$ cat config.mk
export PLATFORM = sky130hd
export DESIGN_NAME = lookup_arbiter
export DESIGN_NICKNAME = d
export VERILOG_FILES = /design/src/rtl/lookup_arbiter.sv
export SDC_FILE = /design/constraint.sdc
export NUM_CORES = 1
export LEC_CHECK = 0
export ABC_CLOCK_PERIOD_IN_PS = 4190
export BUFFER_PORTS_ARGS = -buffer_cell sky130_fd_sc_hd__clkbuf_2
export CELL_PAD_IN_SITES_DETAIL_PLACEMENT = 1
export CELL_PAD_IN_SITES_GLOBAL_PLACEMENT = 2
export CORE_MARGIN = 1.5
export CORE_UTILIZATION = 31
export CTS_BUF_LIST = sky130_fd_sc_hd__clkbuf_4
export CTS_CLUSTER_DIAMETER = 150
export DETAILED_ROUTE_END_ITERATION = 7
export PLACE_DENSITY = 0.95
export SLEW_MARGIN = 20
export SYNTH_ARGS = -nofsm -noshare
export SYNTH_HDL_FRONTEND = slang
export SYNTH_SLANG_ARGS = --single-unit
$ cat constraint.sdc
create_clock -name clk -period 4.19 [get_ports clk]
set_input_delay 0.419 -clock clk [delete_from_list [all_inputs] [get_ports clk]]
set_output_delay 0.419 -clock clk [all_outputs]
set_load 0.01 [all_outputs]
$ cat src/rtl/lookup_arbiter.sv
// lookup_arbiter
//
// Round-robin scheduler that shares one multi-cycle dictionary lookup engine
// among NREQ requesters. A grant latches the requester's 25-bit word (five 5-bit
// letters), drives it onto the engine question bus, waits out the engine settle
// time, then waits for eng_ready. The result goes back to the owning requester
// as a one-cycle resp_valid pulse. A word with any letter above 25 is rejected
// without touching the engine.
//
// Optional feature macro: LOOKUP_TIMEOUT_EN
//   When defined, a watchdog ends a WAIT that lasts TIMEOUT cycles and reports
//   resp_timeout=1. When undefined, no counter is built and resp_timeout is 0.
//
// Ports
//   clk, rst           : clock, synchronous active-high reset
//   req_valid[NREQ]    : request pending, held until accepted
//   req_word[25*NREQ]  : requester k word at [25k +: 25]
//   req_ready[NREQ]    : one-hot accept pulse (combinational), word captured on it
//   resp_valid[NREQ]   : one-hot one-cycle result pulse to the owner
//   resp_hit           : word found in dictionary
//   resp_num[12]       : engine index, 12'hFFF on miss, reject or timeout
//   resp_picked[25]    : engine picked word, registered
//   resp_timeout       : result produced by the watchdog
//   busy               : arbiter not idle
//   owner[2]           : current or last granted requester
//   eng_question[25]   : engine question bus
//   eng_ready          : engine result settled
//   eng_valid          : engine word valid (hit)
//   eng_picked[25]     : engine picked word
//   eng_picked_num[12] : engine index

module lookup_arbiter #(
    parameter int unsigned NREQ       = 2,
    parameter int unsigned SETTLE_CYC = 2,
    parameter int unsigned TIMEOUT    = 1023
) (
    input  logic                 clk,
    input  logic                 rst,
    input  logic [NREQ-1:0]      req_valid,
    input  logic [25*NREQ-1:0]   req_word,
    output logic [NREQ-1:0]      req_ready,
    output logic [NREQ-1:0]      resp_valid,
    output logic                 resp_hit,
    output logic [11:0]          resp_num,
    output logic [24:0]          resp_picked,
    output logic                 resp_timeout,
    output logic                 busy,
    output logic [1:0]           owner,
    output logic [24:0]          eng_question,
    input  logic                 eng_ready,
    input  logic                 eng_valid,
    input  logic [24:0]          eng_picked,
    input  logic [11:0]          eng_picked_num
);

    // Elaboration-time parameter sanity checks.
    if (NREQ < 2 || NREQ > 4) begin : g_bad_nreq
        $error("lookup_arbiter: NREQ must be in 2..4");
    end
    if (SETTLE_CYC < 1) begin : g_bad_settle
        $error("lookup_arbiter: SETTLE_CYC must be at least 1");
    end
    if (TIMEOUT < 1) begin : g_bad_timeout
        $error("lookup_arbiter: TIMEOUT must be at least 1");
    end

    localparam int SCW = (SETTLE_CYC > 1) ? $clog2(SETTLE_CYC) : 1;

    localparam logic [11:0] NumNone  = 12'hFFF;
    localparam logic [24:0] WordNone = 25'h1FFFFFF;

    typedef enum logic [1:0] {StIdle, StSettle, StWait, StDone} state_e;

    state_e           state;
    logic [1:0]       rr_ptr;
    logic [SCW-1:0]   settle_cnt;

    logic [3:0]       valid_pad;
    logic [2:0]       scan_pos;
    logic             grant_any;
    logic [1:0]       grant_idx;
    logic [24:0]      grant_word;
    logic             grant_bad;

    // A letter outside 0..25 (including the blank code 5'b11111) is malformed.
    function automatic logic word_bad(input logic [24:0] w);
        logic bad;
        bad = 1'b0;
        for (int l = 0; l < 5; l++) begin
            if (w[5*l +: 5] > 5'd25) begin
                bad = 1'b1;
            end
        end
        return bad;
    endfunction

    function automatic logic [NREQ-1:0] onehot(input logic [1:0] idx);
        logic [NREQ-1:0] v;
        v = '0;
        for (int k = 0; k < NREQ; k++) begin
            v[k] = (idx == 2'(k));
        end
        return v;
    endfunction

    // Padding to four bits lets a 2-bit index select without width games.
    assign valid_pad = 4'(req_valid);

    // Search upward from rr_ptr, wrapping at NREQ. rr_ptr < NREQ always, so
    // a single subtraction is enough to wrap.
    always_comb begin
        grant_any = 1'b0;
        grant_idx = 2'd0;
        scan_pos  = 3'd0;
        for (int i = 0; i < NREQ; i++) begin
            scan_pos = {1'b0, rr_ptr} + 3'(i);
            if (scan_pos >= 3'(NREQ)) begin
                scan_pos = scan_pos - 3'(NREQ);
            end
            if (!grant_any && valid_pad[scan_pos[1:0]]) begin
                grant_any = 1'b1;
                grant_idx = scan_pos[1:0];
            end
        end
    end

    always_comb begin
        grant_word = '0;
        for (int k = 0; k < NREQ; k++) begin
            if (grant_idx == 2'(k)) begin
                grant_word = req_word[25*k +: 25];
            end
        end
    end

    assign grant_bad = word_bad(grant_word);

    // Accept is combinational so the word is captured on the same edge.
    always_comb begin
        req_ready = '0;
        for (int k = 0; k < NREQ; k++) begin
            req_ready[k] = (state == StIdle) && !rst && grant_any && (grant_idx == 2'(k));
        end
    end

    assign busy = (state != StIdle);

`ifdef LOOKUP_TIMEOUT_EN
    localparam int TW = (TIMEOUT > 1) ? $clog2(TIMEOUT) : 1;
    logic [TW-1:0] wait_cnt;
`else
    assign resp_timeout = 1'b0;
`endif

    always_ff @(posedge clk) begin
        if (rst) begin
            state        <= StIdle;
            rr_ptr       <= 2'd0;
            owner        <= 2'd0;
            settle_cnt   <= '0;
            resp_valid   <= '0;
            resp_hit     <= 1'b0;
            resp_num     <= NumNone;
            resp_picked  <= WordNone;
            eng_question <= WordNone;
`ifdef LOOKUP_TIMEOUT_EN
            wait_cnt     <= '0;
            resp_timeout <= 1'b0;
`endif
        end else begin
            // resp_valid is only ever high in the DONE cycle.
            resp_valid <= '0;
            unique case (state)
                StIdle: begin
                    if (grant_any) begin
                        owner  <= grant_idx;
                        rr_ptr <= (grant_idx == 2'(NREQ - 1)) ? 2'd0 : grant_idx + 2'd1;
                        if (grant_bad) begin
                            // Reject straight to DONE; the engine never sees the word.
                            state       <= StDone;
                            resp_valid  <= onehot(grant_idx);
                            resp_hit    <= 1'b0;
                            resp_num    <= NumNone;
                            resp_picked <= WordNone;
`ifdef LOOKUP_TIMEOUT_EN
                            resp_timeout <= 1'b0;
`endif
                        end else begin
                            state        <= StSettle;
                            eng_question <= grant_word;
                            settle_cnt   <= '0;
                        end
                    end
                end
                StSettle: begin
                    // eng_ready may still reflect the previous question here.
                    if (settle_cnt == SCW'(SETTLE_CYC - 1)) begin
                        state <= StWait;
`ifdef LOOKUP_TIMEOUT_EN
                        wait_cnt <= '0;
`endif
                    end else begin
                        settle_cnt <= settle_cnt + SCW'(1);
                    end
                end
                StWait: begin
                    if (eng_ready) begin
                        state       <= StDone;
                        resp_valid  <= onehot(owner);
                        resp_hit    <= eng_valid;
                        resp_num    <= eng_valid ? eng_picked_num : NumNone;
                        resp_picked <= eng_picked;
`ifdef LOOKUP_TIMEOUT_EN
                        resp_timeout <= 1'b0;
                    end else if (wait_cnt == TW'(TIMEOUT - 1)) begin
                        state        <= StDone;
                        resp_valid   <= onehot(owner);
                        resp_hit     <= 1'b0;
                        resp_num     <= NumNone;
                        resp_picked  <= WordNone;
                        resp_timeout <= 1'b1;
                    end else begin
                        wait_cnt <= wait_cnt + TW'(1);
`endif
                    end
                end
                StDone: begin
                    state <= StIdle;
                end
                default: begin
                    state <= StIdle;
                end
            endcase
        end
    end

endmodule
==> results.md <==
• Pwr Density: 457.3 mW/mm^2
• detailed router's first-iteration violation count: 310
• clock latency at the later pin of the worst-skew pair: 0.46 ns
• placed insts: 851
• clk_skew: 0.02311 ns
• Remaining Overflow, GRT: 0
• setup repair after global routing missed its margin: false
• number of instances resized during post-cts repair: 0
• H-Tree Depth: 3
• area growth from synthesis to final layout: 21.33%
• most common cell after layout, fill and taps aside: sky130_fd_sc_hd__clkbuf_2
• Hold-fix buffers, CTS: 0
• final setup TNS: 0 ns
• top-level port count: 164
• initial antenna violation count: 0
• number of sinks handled by clock tree synthesis: 72
• Syn. warnings: 0
• number of maximum-capacitance violations: 0
• fraction of the yosys area taken by sequential cells: 0.3142
• maximum number of pins on one net before global-route repair: 87
• area of the core region: 0.01448 sq mm
• fraction of final layout cells with drive strength greater than 1: 0.2928
• Post-Route WL: 17050 um
• number of fill cells: 1798
• Total GRT Usage: 0.2154
• starting density of the core: 0.3169
• post-layout power: 2.545 mW
• number of enable flip-flop cells after synthesis: 0
• DR pass1 iterations: 4
• max-slew violation count: 0
• asr flop ratio synth: 0
• y dimension of the die: 124.7 um
• TritonCTS clock tree: built
• Post-Synthesis Mean Instance Area: 8.078 sq um
• slowest cell delay on critical path: 0.95 ns
• most used cells in the layout excluding fill and tap cells: sky130_fd_sc_hd__clkbuf_2, sky130_fd_sc_hd__dfxtp_1, sky130_fd_sc_hd__nand2b_1, sky130_fd_sc_hd__nor4_1, sky130_fd_sc_hd__nor3_1
• startpoint class of the critical path: flip-flop
• n_diodes: 0
• post-synth net total: 664
• number of buffers and inverters on the critical path: 3
• largest buffer count on any clock path: 2
• minimum hold slack: 0.2489 ns
• slew at the pin with the worst max-slew slack: 0.9969 ns
• total count of hold-check failures in the final report: 0
• setup-violating endpoint count in the final report: 0
• final cycle utilization of the critical path: 0.7068
• Main synth FF type: sky130_fd_sc_hd__dfxtp_1
• post-synthesis cell type count: 45
• number of global-route vias before repair: 5141
• first-pass GRT wire length: 27550 um
• remaining antenna violation count: 0
• crit path time final: 2.962 ns
• DRC violation count after routing: 0
• PortBufs: 162
• Rel. slew slack: 0.3354
• Final GP Congestion: 0.9616
• fmax: 0.3377 GHz
• Routed WL per cell: 19.66 um
• Vias per Instance: 5.916
• arrival time of the worst setup path: 3.30 ns
• Worst Path Required: 4.53 ns
• Die X-Extent: 124.7 um
• Core Rows: 44
• DP Wirelength: 11390 um
• post-synthesis cell area: 0.004588 sq mm
• CP max-delay cell: sky130_fd_sc_hd__o31ai_4
• crit-path max FO: 53
• clock root buffer: sky130_fd_sc_hd__clkbuf_4
• result of the run: complete, no violations
• post-CTS setup repair buffer count: 0
• Final Instance Count excl. Fillers: 867
• DIE AREA: 0.01554 sq mm
• leak pwr: 1.950 nW
• Via Count: 5129
• cell family with the largest share of critical-path delay: compound AO/OA/AOI/OAI gates
• type of element capturing the critical path: flip-flop
• count of nets after finishing: 774
• type of the worst min-delay path: in2reg
• Cell Chain, Critical Path: inv_1 -> ha_2 -> clkinv_1 -> o31ai_4 -> buf_4 -> nor3_1 -> a31oi_1 -> nand3_1
• count of state elements after synthesis: 72
• number of instances in the synthesized netlist: 568
• number of buffers created by CTS: 9
• Reg clk slew, reported paths: 0.16 ns
• start-to-end type of the worst setup path: reg2reg
• maximum resistive drop on vdd: 181.2 uV
## stage by stage
step / utilization / area (sq um) / setup WS [ns]
4_1_cts: 0.3843 / 5564 / 1.243
6_report: 0.3845 / 5567 / 1.228
3_3_place_gp: 0.3751 / 5431 / 1.346
5_1_grt: 0.3845 / 5567 / 1.002
2_1_floorplan: - / 4588 / 1.958
3_5_place_dp: 0.3751 / 5431 / 1.268
## where the power goes
group	internal, mW	total (mW)	switching [mW]
Combinational	0.347	1.23	0.885
Clock	0.135	0.441	0.306
Sequential	0.794	0.872	0.0776
Total	1.28	2.55	1.27
## flip-flops by register name (all words and copies together), names as in the netlist
name and flops:
eng_question 25, owner 2, resp_hit 1, resp_num 12, resp_picked 25, resp_valid 2, rr_ptr 2, settle_cnt 1
state 2
## logic make-up after synthesis
group,share of synthesized area
AO/OA/AOI/OAI,0.2253
adder cells (fa/ha/maj),0.008182
buffers and inverters,0.07253
flip-flops,0.3142
multiplexers,0.05699
other,0.0008173
AND/OR/NAND/NOR,0.3221
## final timing paths
kind / from / to / slack (ns) / cells past startpoint
max: state[0]$_SDFFE_PP0P_ / resp_hit$_SDFFE_PP0P_ / 1.23 / 8
max reg2reg: state[0]$_SDFFE_PP0P_ / resp_hit$_SDFFE_PP0P_ / 1.23 / 8
min reg2reg: owner[0]$_SDFFE_PP0P_ / resp_valid[1]$_SDFF_PP0_ / 0.48 / 2
min: req_word[45] / eng_question[20]$_SDFFE_PP1P_ / 0.25 / 3
## layout make-up
| cell class | count | area [sq um] | area share |
|---|---|---|---|
| Multi-Input combinational cell | 417 | 2848 | 0.5116 |
| Sequential cell | 72 | 1441 | 0.2589 |
| Timing Repair Buffer | 173 | 895.9 | 0.1609 |
| Tap cell | 184 | 230.2 | 0.04136 |
| Clock buffer | 9 | 67.56 | 0.01214 |
| Clock inverter | 7 | 65.06 | 0.01169 |
| Inverter | 5 | 18.77 | 0.003372 |
## routing by layer
| metal | vias up | global-route usage | part of all wire | wire length (um) |
|---|---|---|---|---|
| met5 | - | 0 | 0 | 0 |
| met4 | 0 | 0.05612 | 0.017 | 291 |
| met3 | 20 | 0.04854 | 0.063 | 1074 |
| met2 | 165 | 0.3449 | 0.47 | 7968 |
| met1 | 2506 | 0.2920 | 0.45 | 7712 |
| li1 | 2438 | - | - | - |
## cell usage after synthesis, types with 13 or more instances
library cell / n / area [sq um]
sky130_fd_sc_hd__a2111oi_0: 25 / 219.0
sky130_fd_sc_hd__a31oi_1: 18 / 112.6
sky130_fd_sc_hd__clkbuf_1: 58 / 217.7
sky130_fd_sc_hd__nor3_1: 41 / 205.2
sky130_fd_sc_hd__o31ai_1: 26 / 195.2
sky130_fd_sc_hd__a21oi_1: 16 / 80.08
sky130_fd_sc_hd__or4_1: 13 / 97.59
sky130_fd_sc_hd__nand2b_1: 62 / 387.9
sky130_fd_sc_hd__dfxtp_1: 72 / 1441
sky130_fd_sc_hd__a311oi_1: 18 / 157.7
sky130_fd_sc_hd__mux2i_1: 25 / 250.2
sky130_fd_sc_hd__or3_1: 26 / 162.7
sky130_fd_sc_hd__nor4_1: 61 / 381.6
sky130_fd_sc_hd__nor2_1: 15 / 56.30
## tightest hold or removal path, cell delays in order
cell                       delay, ns
sky130_fd_sc_hd__clkbuf_2       0.07
sky130_fd_sc_hd__a211oi_1       0.05
sky130_fd_sc_hd__mux2i_1        0.13
Note: power is estimated with default switching activity, not from simulation.
